===== src/rtl/mem_arbiter.sv =====
// Single-port RAM arbiter between instruction fetch (I) and load/store (D) with
// bounded fetch starvation and a sticky timeout. MEM_ARB_STATS_EN adds stall counters.
module mem_arbiter #(
  parameter int ADDR_W   = 32,
  parameter int DATA_W   = 32,
  parameter int STARVE_N = 4,
  parameter int TIMEOUT  = 255
) (
  input  logic              CLK,
  input  logic              nRST,
  input  logic              iREN,
  input  logic [ADDR_W-1:0] iaddr,
  output logic              ihit,
  output logic [DATA_W-1:0] iload,
  input  logic              dREN,
  input  logic              dWEN,
  input  logic [ADDR_W-1:0] daddr,
  input  logic [DATA_W-1:0] dstore,
  output logic              dhit,
  output logic [DATA_W-1:0] dload,
  output logic              ramREN,
  output logic              ramWEN,
  output logic [ADDR_W-1:0] ramaddr,
  output logic [DATA_W-1:0] ramstore,
  input  logic [DATA_W-1:0] ramload,
  input  logic              ram_ready,
  output logic              arb_err
`ifdef MEM_ARB_STATS_EN
  ,
  output logic [31:0]       istall_cnt,
  output logic [31:0]       dstall_cnt
`endif
);

  // state | meaning
  // IDLE  | no grant; arbitrate every cycle, RAM strobes low
  // DSERV | D-port owns the RAM until ram_ready, drop or timeout
  // ISERV | I-port owns the RAM until ram_ready, drop or timeout
  typedef enum logic [1:0] {IDLE, DSERV, ISERV} state_t;

  localparam int              SW          = $clog2(STARVE_N + 1);
  localparam logic [SW-1:0]   STARVE_MAX  = SW'(STARVE_N);
  localparam logic [7:0]      TIMEOUT_CNT = 8'(TIMEOUT);

  state_t        state, state_nxt, arb_pick;
  logic [SW-1:0] starve_cnt, starve_nxt;
  logic [7:0]    timer, timer_nxt;
  logic          err_nxt;
  logic          arb_evt;
  logic          dreq;

  assign dreq = dREN | dWEN;

  always_comb begin
    if (dreq && (starve_cnt < STARVE_MAX)) arb_pick = DSERV;
    else if (iREN)                         arb_pick = ISERV;
    else if (dreq)                         arb_pick = DSERV;
    else                                   arb_pick = IDLE;
  end

  always_comb begin
    state_nxt = state;
    timer_nxt = timer;
    err_nxt   = arb_err;
    arb_evt   = 1'b0;
    ihit      = 1'b0;
    dhit      = 1'b0;
    iload     = '0;
    dload     = '0;
    ramREN    = 1'b0;
    ramWEN    = 1'b0;
    ramaddr   = '0;
    ramstore  = '0;
    case (state)
      IDLE: arb_evt = 1'b1;
      DSERV: begin
        // a simultaneous read and write request is serviced as a write
        ramWEN   = dWEN;
        ramREN   = dREN & ~dWEN;
        ramaddr  = daddr;
        ramstore = dstore;
        if (!dreq) begin
          state_nxt = IDLE;
        end else if (ram_ready) begin
          dhit    = 1'b1;
          dload   = ramload;
          arb_evt = 1'b1;
        end else if (timer == TIMEOUT_CNT) begin
          err_nxt   = 1'b1;
          state_nxt = IDLE;
        end else begin
          timer_nxt = timer + 8'd1;
        end
      end
      ISERV: begin
        ramREN  = iREN;
        ramaddr = iaddr;
        if (!iREN) begin
          state_nxt = IDLE;
        end else if (ram_ready) begin
          ihit    = 1'b1;
          iload   = ramload;
          arb_evt = 1'b1;
        end else if (timer == TIMEOUT_CNT) begin
          err_nxt   = 1'b1;
          state_nxt = IDLE;
        end else begin
          timer_nxt = timer + 8'd1;
        end
      end
      default: state_nxt = IDLE;
    endcase
    if (arb_evt) state_nxt = arb_pick;
    // every new grant, including a back-to-back re-grant of the same port, starts a fresh timer
    if (arb_evt || (state_nxt != state)) timer_nxt = '0;
  end

  always_comb begin
    starve_nxt = starve_cnt;
    if (!iREN) begin
      starve_nxt = '0;
    end else if (arb_evt) begin
      if (arb_pick == ISERV)
        starve_nxt = '0;
      else if ((arb_pick == DSERV) && (starve_cnt < STARVE_MAX))
        starve_nxt = starve_cnt + 1'b1;
    end
  end

  always_ff @(posedge CLK or negedge nRST) begin
    if (!nRST) begin
      state      <= IDLE;
      starve_cnt <= '0;
      timer      <= '0;
      arb_err    <= 1'b0;
    end else begin
      state      <= state_nxt;
      starve_cnt <= starve_nxt;
      timer      <= timer_nxt;
      arb_err    <= err_nxt;
    end
  end

`ifdef MEM_ARB_STATS_EN
  always_ff @(posedge CLK or negedge nRST) begin
    if (!nRST) begin
      istall_cnt <= '0;
      dstall_cnt <= '0;
    end else begin
      if (iREN && !ihit) istall_cnt <= istall_cnt + 32'd1;
      if (dreq && !dhit) dstall_cnt <= dstall_cnt + 32'd1;
    end
  end
`endif

endmodule

===== config.mk =====
export PLATFORM = sky130hd
export DESIGN_NAME = mem_arbiter
export DESIGN_NICKNAME = d
export VERILOG_FILES = /design/src/rtl/mem_arbiter.sv
export SDC_FILE = /design/constraint.sdc
export NUM_CORES = 1
export LEC_CHECK = 0
export BUFFER_PORTS_ARGS = -buffer_cell sky130_fd_sc_hd__buf_4
export CELL_PAD_IN_SITES_DETAIL_PLACEMENT = 2
export CELL_PAD_IN_SITES_GLOBAL_PLACEMENT = 2
export CORE_UTILIZATION = 13
export DETAILED_ROUTE_END_ITERATION = 10
export PLACE_DENSITY_LB_ADDON = 0.08
export RECOVER_POWER = 50
export SKIP_CTS_REPAIR_TIMING = 1
export SLEW_MARGIN = 20
export SYNTH_ARGS = -nofsm -noshare
export SYNTH_HDL_FRONTEND = slang
export SYNTH_SLANG_ARGS = --single-unit

===== constraint.sdc =====
create_clock -name CLK -period 2.9 [get_ports CLK]
set_clock_uncertainty 0.15 [all_clocks]
set_input_delay 0.29 -clock CLK [delete_from_list [all_inputs] [get_ports CLK]]
set_output_delay 0.29 -clock CLK [all_outputs]
set_load 0.02 [all_outputs]

==> run_results.csv, run 1 <==
group,metric,value,unit
sta,fin_worst_hold_slack,0.219,ns
detailed_routing,wl_met3,1440,microns
sta,final-hold-violation-count,0,
clocking,htreeDepth,1,
final_layout,antenna_cells,0,
detailed_routing,wl_per_cell,17.3,microns
global_route,grt_overflow,0,
pwr,power.total,2.81,mW
critical_path,cp_data_arrival_time,2.21,ns
sta,slew_viol_final,0,
die,io_pins,267,
min_path,hold_path_class,"in -> reg",
status,status,"complete, but fails checks",
clocking,numCtsBuffers,3,
final_layout,syn_to_final_growth,111,%
synth,ys_seq_area_frac,0.178,
place,post-dp-hpwl,10500,microns
global_route,grt_pass1_vias,3400,
sta,worst_pin_slew,0.805,ns
detailed_routing,drtIter0Drc,116,
sta,rsz0062_at_grt,"no",
clocking,cts_sinks,14,
synth,ys_seq_elements,14,
min_path,min_delay_worst_endpoint,"starve_cnt[0]$_DFFE_PN0P_",
sta,max_freq,377,MHz
critical_path,r2r_end,"timer[6]$_DFFE_PN0P_",
critical_path,r2r_slack,0.40,ns
global_route,antenna_found_initial,0,
critical_path,cpMaxStageDelayCell,"clkbuf_2",
min_path,worstHoldPathCells,3,
min_path,worst_hold_startpoint,"iREN",
detailed_routing,drt-total-wl,12300,microns
status,failed_checks,"design-rule violations",
detailed_routing,detail-route-antenna-nets,0,
detailed_routing,remaining_drc_errors,36,
synth,synthFlopType,"dfrtp_1",
place,gp_congestion,0.730,
die,die_w,125,microns
die,die_area,15600,sq um
detailed_routing,wl_met2,6520,microns
global_route,grt_max_degree,34,
critical_path,required,2.46,ns
synth,avgSynthCellArea,7.24,sq um
critical_path,worstSetupPathType,"reg -> out",
place,io_buffers,266,
clocking,clkLatencyLatePin,0.24,ns
clocking,cts_buffer_depth,2,
clocking,cts_tree,"built",
sta,maxSlewHeadroom,0.463,
final_layout,fin_util,0.283,
synth,syn_area,1970,sq um
critical_path,r2r_cells,7,
die,die_h,125,microns
synth,synthCells,272,
detailed_routing,top_layer,"met4",
die,fp-row-count,44,
sta,period_needed,2.65,ns
final_layout,final_nets,668,
synth,yosysWarnings,0,
global_route,grt_pass1_wl,18800,microns
clocking,cts_root_buf,"clkbuf_16",
critical_path,path_cells,"inv_1, ha_1, and3_2, clkbuf_2, and2_1, clkbuf_1",
clocking,clk_pin_slew,0.05,ns
synth,synth_edf_count,0,
sta,setup_tns,0,ns
critical_path,cp_max_fo,33,
sta,setup_violations,0,
final_layout,drive_above_1_share,0.489,
pwr,ir_drop,0.281,mV
pwr,p_per_area,678,nW/um^2
detailed_routing,vias,3011,
flow_run,maxCapViolCount,0,
die,core_area,14600,sq um
detailed_routing,vias_per_cell,4.24,
synth,ys_types,40,
detailed_routing,dr.pass1.iters,7,
final_layout,final_cell_mix,"buf_4, and2_1, nor2b_1",
global_route,grtUsageTotal,0.153,
synth,synthArstFlopShare,1.00,
critical_path,cp-start-kind,"register",
critical_path,timing.critical_path.slowest_cell_delay,0.45,ns
synth,syn_nets,412,
sta,final.period_utilization,0.915,
critical_path,r2r-start,"state[0]$_DFF_PN0_",
critical_path,critPathCaptureType,"output pin",
pwr,leakagePower,2.06,nW
detailed_routing,wl_met1,4240,microns
final_layout,layout_commonest_cell,"buf_4",
die,start_util,0.134,
-- worst max-delay path, delay by kind of cell, from the launching register on --
| family | cells | cell delay, ns |
|---|---|---|
| AND/OR/NAND/NOR | 2 | 0.42 |
| flip-flops | 1 | 0.43 |
| adder cells (fa/ha/maj) | 1 | 0.27 |
| buffers and inverters | 3 | 0.85 |
-- cells by family (layout without fill, tap and decap cells) --
family,count (synthesis),after routing,synth area share
AO/OA/AOI/OAI,50,50,0.187
XOR/XNOR,5,5,0.0222
adder cells (fa/ha/maj),6,6,0.0381
buffers and inverters,26,280,0.0509
flip-flops,14,14,0.178
multiplexers,1,1,0.00509
AND/OR/NAND/NOR,170,170,0.519
-- layer usage --
metal,track usage,vias up
met5,0,-
met4,0.0237,0
met3,0.0612,6
met2,0.297,175
met1,0.154,1402
li1,-,1428
-- stage by stage --
| step | area [sq um] | instances | setup slack, ns |
|---|---|---|---|
| floorplan | 1970 | 272 | 0.501 |
| global placement | 4160 | 706 | 0.481 |
| detailed placement | 4160 | 706 | 0.385 |
| CTS | 4240 | 709 | 0.264 |
| global route | 4150 | 710 | 0.0612 |
| finish | 4150 | 710 | 0.247 |
-- power breakdown --
part	total (mW)	switching (mW)	internal, mW
logic	2.30	1.34	0.963
clock network	0.254	0.0740	0.180
registers	0.257	0.0324	0.225
total	2.81	1.44	1.37
-- flip-flops by register name, indices dropped and copies added (netlist names) --
register and cells:
timer 8, state 2, starve_cnt 3, arb_err 1
-- worst max path at each step --
stage / start / end / cells past startpoint
floorplan: state[1]$_DFF_PN0_ / ramREN / 7
global placement: state[0]$_DFF_PN0_ / timer[6]$_DFFE_PN0P_ / 7
detailed placement: state[0]$_DFF_PN0_ / timer[6]$_DFFE_PN0P_ / 7
CTS: state[1]$_DFF_PN0_ / dload[9] / 6
global route: state[0]$_DFF_PN0_ / iload[0] / 6
finish: state[0]$_DFF_PN0_ / iload[0] / 6
-- layout make-up --
class,count,area [sq um]
Clock buffer,3,75.1
Sequential cell,14,350
Multi-Input combinational cell,232,1520
Inverter,3,11.3
Tap cell,184,230
Timing Repair Buffer,274,1960
Fill cell,1771,10500
-- cells in the mapped netlist (all sizes together) (3+ instances only) --
cell    number  share of area
nand2        5         0.0095
a21oi        5          0.013
ha           6          0.038
nor2        14          0.028
a22oi       32           0.12
dfrtp       14           0.18
nor2b       33           0.10
inv          3         0.0057
clkbuf      19          0.036
nor4         3         0.0095
nand3        5          0.013
xnor2        4          0.018
buf          4         0.0089
nor3         3         0.0076
and2        97           0.31
Power figures use the tool's default switching activity.
==> run 2, diff against run 1 <==
==> constraint.sdc (replaced) <==
create_clock -name CLK -period 2.9 [get_ports CLK]
set_clock_uncertainty 0.15 [all_clocks]
set_input_delay 0.435 -clock CLK [delete_from_list [all_inputs] [get_ports CLK]]
set_output_delay 0.435 -clock CLK [all_outputs]
set_load 0.02 [all_outputs]
==> run 2 against run 1 <==
Net effect:
- the flow still finishes with violations (design-rule violations)
- worst setup slack worse by 0.052 ns
- non-clock buffer count stayed put
- sequential power hardly changed
- clock power is 15% higher
- flip-flop and latch count stayed put
- power hardly changed
- critical path depth stayed put
- wire length is 2.9% higher
- core utilization is 0.094 points higher
- global-route usage is 0.40 points higher
- register-to-register slack worse by 0.06 ns
- first-iteration DRC count is 13% lower
- critical endpoint is now dload[28]
- highest routed layer unchanged
==> run_results.csv, run 2 (same netlist as run 1, synthesis figures left out) <==
group,metric,value,unit
status,status,"complete, but fails checks",
status,failed_checks,"design-rule violations",
critical_path,r2r-start,"state[1]$_DFF_PN0_",
detailed_routing,remaining_drc_errors,36,
clocking,clkLatencyLatePin,0.24,ns
detailed_routing,wl_per_cell,17.8,microns
clocking,htreeDepth,1,
sta,slew_viol_final,0,
global_route,grt_overflow,0,
place,post-dp-hpwl,10800,microns
final_layout,largest_reg_flops,8,
critical_path,r2r_slack,0.34,ns
final_layout,syn_to_final_growth,111,%
sta,period_needed,2.71,ns
sta,setup_violations,0,
final_layout,n_fill_cell,1747,
final_layout,final_nets,668,
sta,setup_tns,0,ns
detailed_routing,detail-route-antenna-nets,0,
die,io_pins,267,
critical_path,required,2.32,ns
die,fp-row-count,44,
pwr,leakagePower,2.11,nW
global_route,antenna_found_initial,0,
detailed_routing,vias,3027,
detailed_routing,dr.pass1.iters,8,
detailed_routing,vias_per_cell,4.26,
global_route,grt_pass1_vias,3476,
pwr,p_per_area,676,nW/um^2
critical_path,cp_top_family,"buffers and inverters",
critical_path,timing.critical_path.slowest_cell_delay,0.44,ns
critical_path,r2r_cells,7,
critical_path,path_cells,"inv_1, ha_2, o211a_1, buf_4, and2_1, buf_4",
place,gp_congestion,0.748,
pwr,power.total,2.81,mW
final_layout,layout_commonest_cell,"buf_4",
final_layout,largestRegisters,"timer (8), starve_cnt (3), state (2)",
clocking,numCtsBuffers,3,
final_layout,registers.top_by_ff_count,"timer",
clocking,cts_tree,"built",
detailed_routing,drt-total-wl,12700,microns
sta,max_freq,370,MHz
sta,rsz0062_at_grt,"no",
critical_path,cp_num_cells,6,
critical_path,cp_data_arrival_time,2.12,ns
min_path,min_delay_worst_endpoint,"arb_err$_DFFE_PN0P_",
die,die_w,125,microns
critical_path,r2r_end,"timer[6]$_DFFE_PN0P_",
die,die_h,125,microns
clocking,clk_pin_slew,0.05,ns
critical_path,crit_buf_inv,3,
final_layout,antenna_cells,0,
critical_path,cp_max_fo,33,
final_layout,final_cell_mix,"buf_4, and2_1, nor2b_1",
critical_path,cp-start-kind,"register",
global_route,grt_max_degree,35,
critical_path,worstSetupPathType,"reg -> out",
global_route,grt_pass1_wl,19500,microns
critical_path,critPathCaptureType,"output pin",
min_path,worst_hold_startpoint,"arb_err$_DFFE_PN0P_",
global_route,grtUsageTotal,0.157,
min_path,hold_path_class,"reg -> reg",
clocking,cts_sinks,14,
final_layout,drive_above_1_share,0.512,
sta,final.period_utilization,0.933,
min_path,worstHoldPathCells,1,
die,die_area,15600,sq um
detailed_routing,drtIter0Drc,101,
die,start_util,0.134,
clocking,cts_root_buf,"clkbuf_16",
sta,maxSlewHeadroom,0.456,
die,core_area,14600,sq um
sta,worst_pin_slew,0.817,ns
clocking,cts_buffer_depth,2,
sta,final-hold-violation-count,0,
pwr,ir_drop,0.290,mV
critical_path,cpMaxStageDelayCell,"ha_2",
critical_path,crit_top_cell,"buf_4",
flow_run,maxCapViolCount,0,
place,io_buffers,266,
run 2: changes by cell type in the layout (fill, tap and decap cells not counted), sizes merged:
cell / before / now
clkbuf: 31 / 38
buf: 245 / 239
run 2: layout make-up:
class                      instances  area, sq um  area share
multi-input combinational        232         1520       0.365
inverter                           3         11.3     0.00271
sequential                        14          350      0.0842
timing repair buffer             274         1960       0.471
clock buffer                       4         88.8      0.0214
tap                              184          230      0.0553
run 2: worst max-delay path by stage:
stage                                  start                   end  slack, ns
final                     state[1]$_DFF_PN0_             dload[28]       0.19
after global routing      state[1]$_DFF_PN0_              dload[8]       0.03
after CTS                 state[1]$_DFF_PN0_             dload[28]       0.13
after detailed placement  state[1]$_DFF_PN0_  timer[6]$_DFFE_PN0P_       0.36
after global placement    state[1]$_DFF_PN0_  timer[6]$_DFFE_PN0P_       0.51
after floorplan           state[1]$_DFF_PN0_                ramREN       0.36
run 2: layer usage:
metal	share of wire	track usage
met2	0.55	0.321
met1	0.34	0.153
met5	0	0
met4	0.0055	0.0151
met3	0.11	0.0569
run 2: metrics by stage:
stage / instance area (sq um) / utilization / hold WS, ns / worst slack [ns] / cells
after floorplan: 1970 / - / -0.0106 / 0.356 / 272
after global placement: 4160 / 0.284 / 0.148 / 0.507 / 706
after detailed placement: 4160 / 0.284 / 0.155 / 0.358 / 706
after CTS: 4250 / 0.290 / -0.105 / 0.127 / 710
after global routing: 4160 / 0.284 / 0.330 / 0.0322 / 711
final: 4160 / 0.284 / 0.307 / 0.194 / 711
run 2: power by group:
group | internal [mW] | switching (mW)
Combinational | 0.928 | 1.34
Clock | 0.209 | 0.0821
Sequential | 0.225 | 0.0330
==> run 3, diff against run 2 <==
- CTS_BUF_LIST: unset -> sky130_fd_sc_hd__clkbuf_4 sky130_fd_sc_hd__clkbuf_8
==> run 3 against run 2 <==
Net effect:
- count of clock-buffer cells in the layout did not move
- critical path depth did not move
- hold slack improved by 0.0029 ns
- highest routed layer unchanged
- final area fell by 0.81%
- the flow still finishes with violations (design-rule violations)
- die area did not move
- worst setup slack got worse by 0.017 ns
- combinational power barely moved
- register-to-register slack got worse by 0.02 ns
- first-iteration DRC count did not move
- sequential power barely moved
- power fell by 3.4%
==> run_results.csv, run 3 (same netlist as run 1, synthesis figures left out) <==
group,metric,value,unit
status,status,"complete, but fails checks",
status,failed_checks,"design-rule violations",
sta,setup_violations,0,
critical_path,cp_max_fo,33,
sta,maxSlewHeadroom,0.454,
final_layout,syn_to_final_growth,110,%
pwr,leakagePower,2.09,nW
detailed_routing,dr.pass1.iters,8,
die,die_h,125,microns
sta,period_needed,2.72,ns
min_path,hold_path_class,"reg -> reg",
final_layout,n_fill_cell,1758,
place,gp_congestion,0.748,
clocking,clkLatencyLatePin,0.25,ns
clocking,clk_pin_slew,0.06,ns
sta,setup_ws,0.177,ns
clocking,numCtsBuffers,3,
clocking,htreeDepth,1,
final_layout,antenna_cells,0,
final_layout,drive_above_1_share,0.512,
clocking,cts_buffer_depth,2,
sta,final-hold-violation-count,0,
die,die_w,125,microns
final_layout,registers.top_by_ff_count,"timer",
clocking,cts_sinks,14,
clocking,cts_root_buf,"clkbuf_8",
global_route,grt_pass1_wl,19400,microns
final_layout,layout_commonest_cell,"buf_4",
place,post-dp-hpwl,10800,microns
global_route,grtUsageTotal,0.156,
die,core_area,14600,sq um
clocking,cts_tree,"built",
critical_path,critPathCaptureType,"output pin",
critical_path,worstSetupPathType,"reg -> out",
sta,rsz0062_at_grt,"no",
sta,fin_worst_hold_slack,0.309,ns
die,start_util,0.134,
global_route,grt_max_degree,35,
critical_path,required,2.32,ns
pwr,ir_drop,0.292,mV
pwr,p_per_area,658,nW/um^2
global_route,grt_pass1_vias,3484,
detailed_routing,drtIter0Drc,101,
critical_path,cp_data_arrival_time,2.14,ns
place,io_buffers,266,
global_route,grt_overflow,0,
detailed_routing,vias_per_cell,4.27,
final_layout,largest_reg_flops,8,
detailed_routing,detail-route-antenna-nets,0,
global_route,antenna_found_initial,0,
sta,final.period_utilization,0.939,
final_layout,fin_util,0.282,
detailed_routing,wl_per_cell,17.7,microns
final_layout,largestRegisters,"timer (8), starve_cnt (3), state (2)",
flow_run,maxCapViolCount,0,
final_layout,final_cell_mix,"buf_4, and2_1, nor2b_1",
die,die_area,15600,sq um
final_layout,final_nets,668,
detailed_routing,remaining_drc_errors,36,
critical_path,cp-start-kind,"register",
place,preCtsSetupSlack,0.358,ns
sta,slew_viol_final,0,
sta,max_freq,367,MHz
die,fp-row-count,44,
die,io_pins,267,
sta,worst_pin_slew,0.819,ns
detailed_routing,vias,3035,
sta,setup_tns,0,ns
detailed_routing,drt-total-wl,12600,microns
run 3: cell counts in the layout (fill, tap and decap cells not counted):
No cell type changed its count.
run 3: metal layers:
metal  share of wire  track usage  up-vias
met5               0            0        -
met4          0.0071       0.0215        0
met3            0.11       0.0548        6
met2            0.55        0.318      169
met1            0.34        0.153     1433
li1                -            -     1427
run 3: power by group:
part	switching [mW]	leakage, nW	total [mW]	internal (mW)
Sequential	0.0333	0.192	0.258	0.224
Clock	0.0753	0.0288	0.196	0.120
Combinational	1.34	1.87	2.26	0.928
Total	1.44	2.09	2.72	1.27
run 3: final timing paths:
| check | startpoint | to | slack [ns] | cells past startpoint |
|---|---|---|---|---|
| hold reg to reg | arb_err$_DFFE_PN0P_ | arb_err$_DFFE_PN0P_ | 0.31 | 1 |
| min in group asynchronous | nRST | timer[3]$_DFFE_PN0P_ | 0.65 | 2 |
| hold / removal | arb_err$_DFFE_PN0P_ | arb_err$_DFFE_PN0P_ | 0.31 | 1 |
| setup reg to reg | state[1]$_DFF_PN0_ | timer[6]$_DFFE_PN0P_ | 0.32 | 7 |
| setup / recovery | state[1]$_DFF_PN0_ | dload[28] | 0.18 | 6 |
| max in group asynchronous | nRST | timer[7]$_DFFE_PN0P_ | 1.44 | 2 |
run 3: per-stage QoR:
step | power [mW] | cells | instance area, sq um
5_1_grt | 2.93 | 711 | 4130
3_3_place_gp | 2.62 | 706 | 4160
6_report | 2.72 | 711 | 4130
2_1_floorplan | 1.59 | 272 | 1970
3_5_place_dp | 2.66 | 706 | 4160
4_1_cts | 2.86 | 710 | 4220
run 3: critical path, cell delays in order, from the launching register on:
cell	delay [ns]
dfrtp_1	0.43
inv_1	0.10
ha_2	0.44
o211a_1	0.24
buf_4	0.30
and2_1	0.20
buf_4	0.15
run 3: area by class of cell:
type / count / area (sq um) / area share
clock buffer: 4 / 55.1 / 0.0133
inverter: 3 / 11.3 / 0.00273
multi-input combinational: 232 / 1520 / 0.368
sequential: 14 / 350 / 0.0849
tap: 184 / 230 / 0.0558
timing repair buffer: 274 / 1960 / 0.475
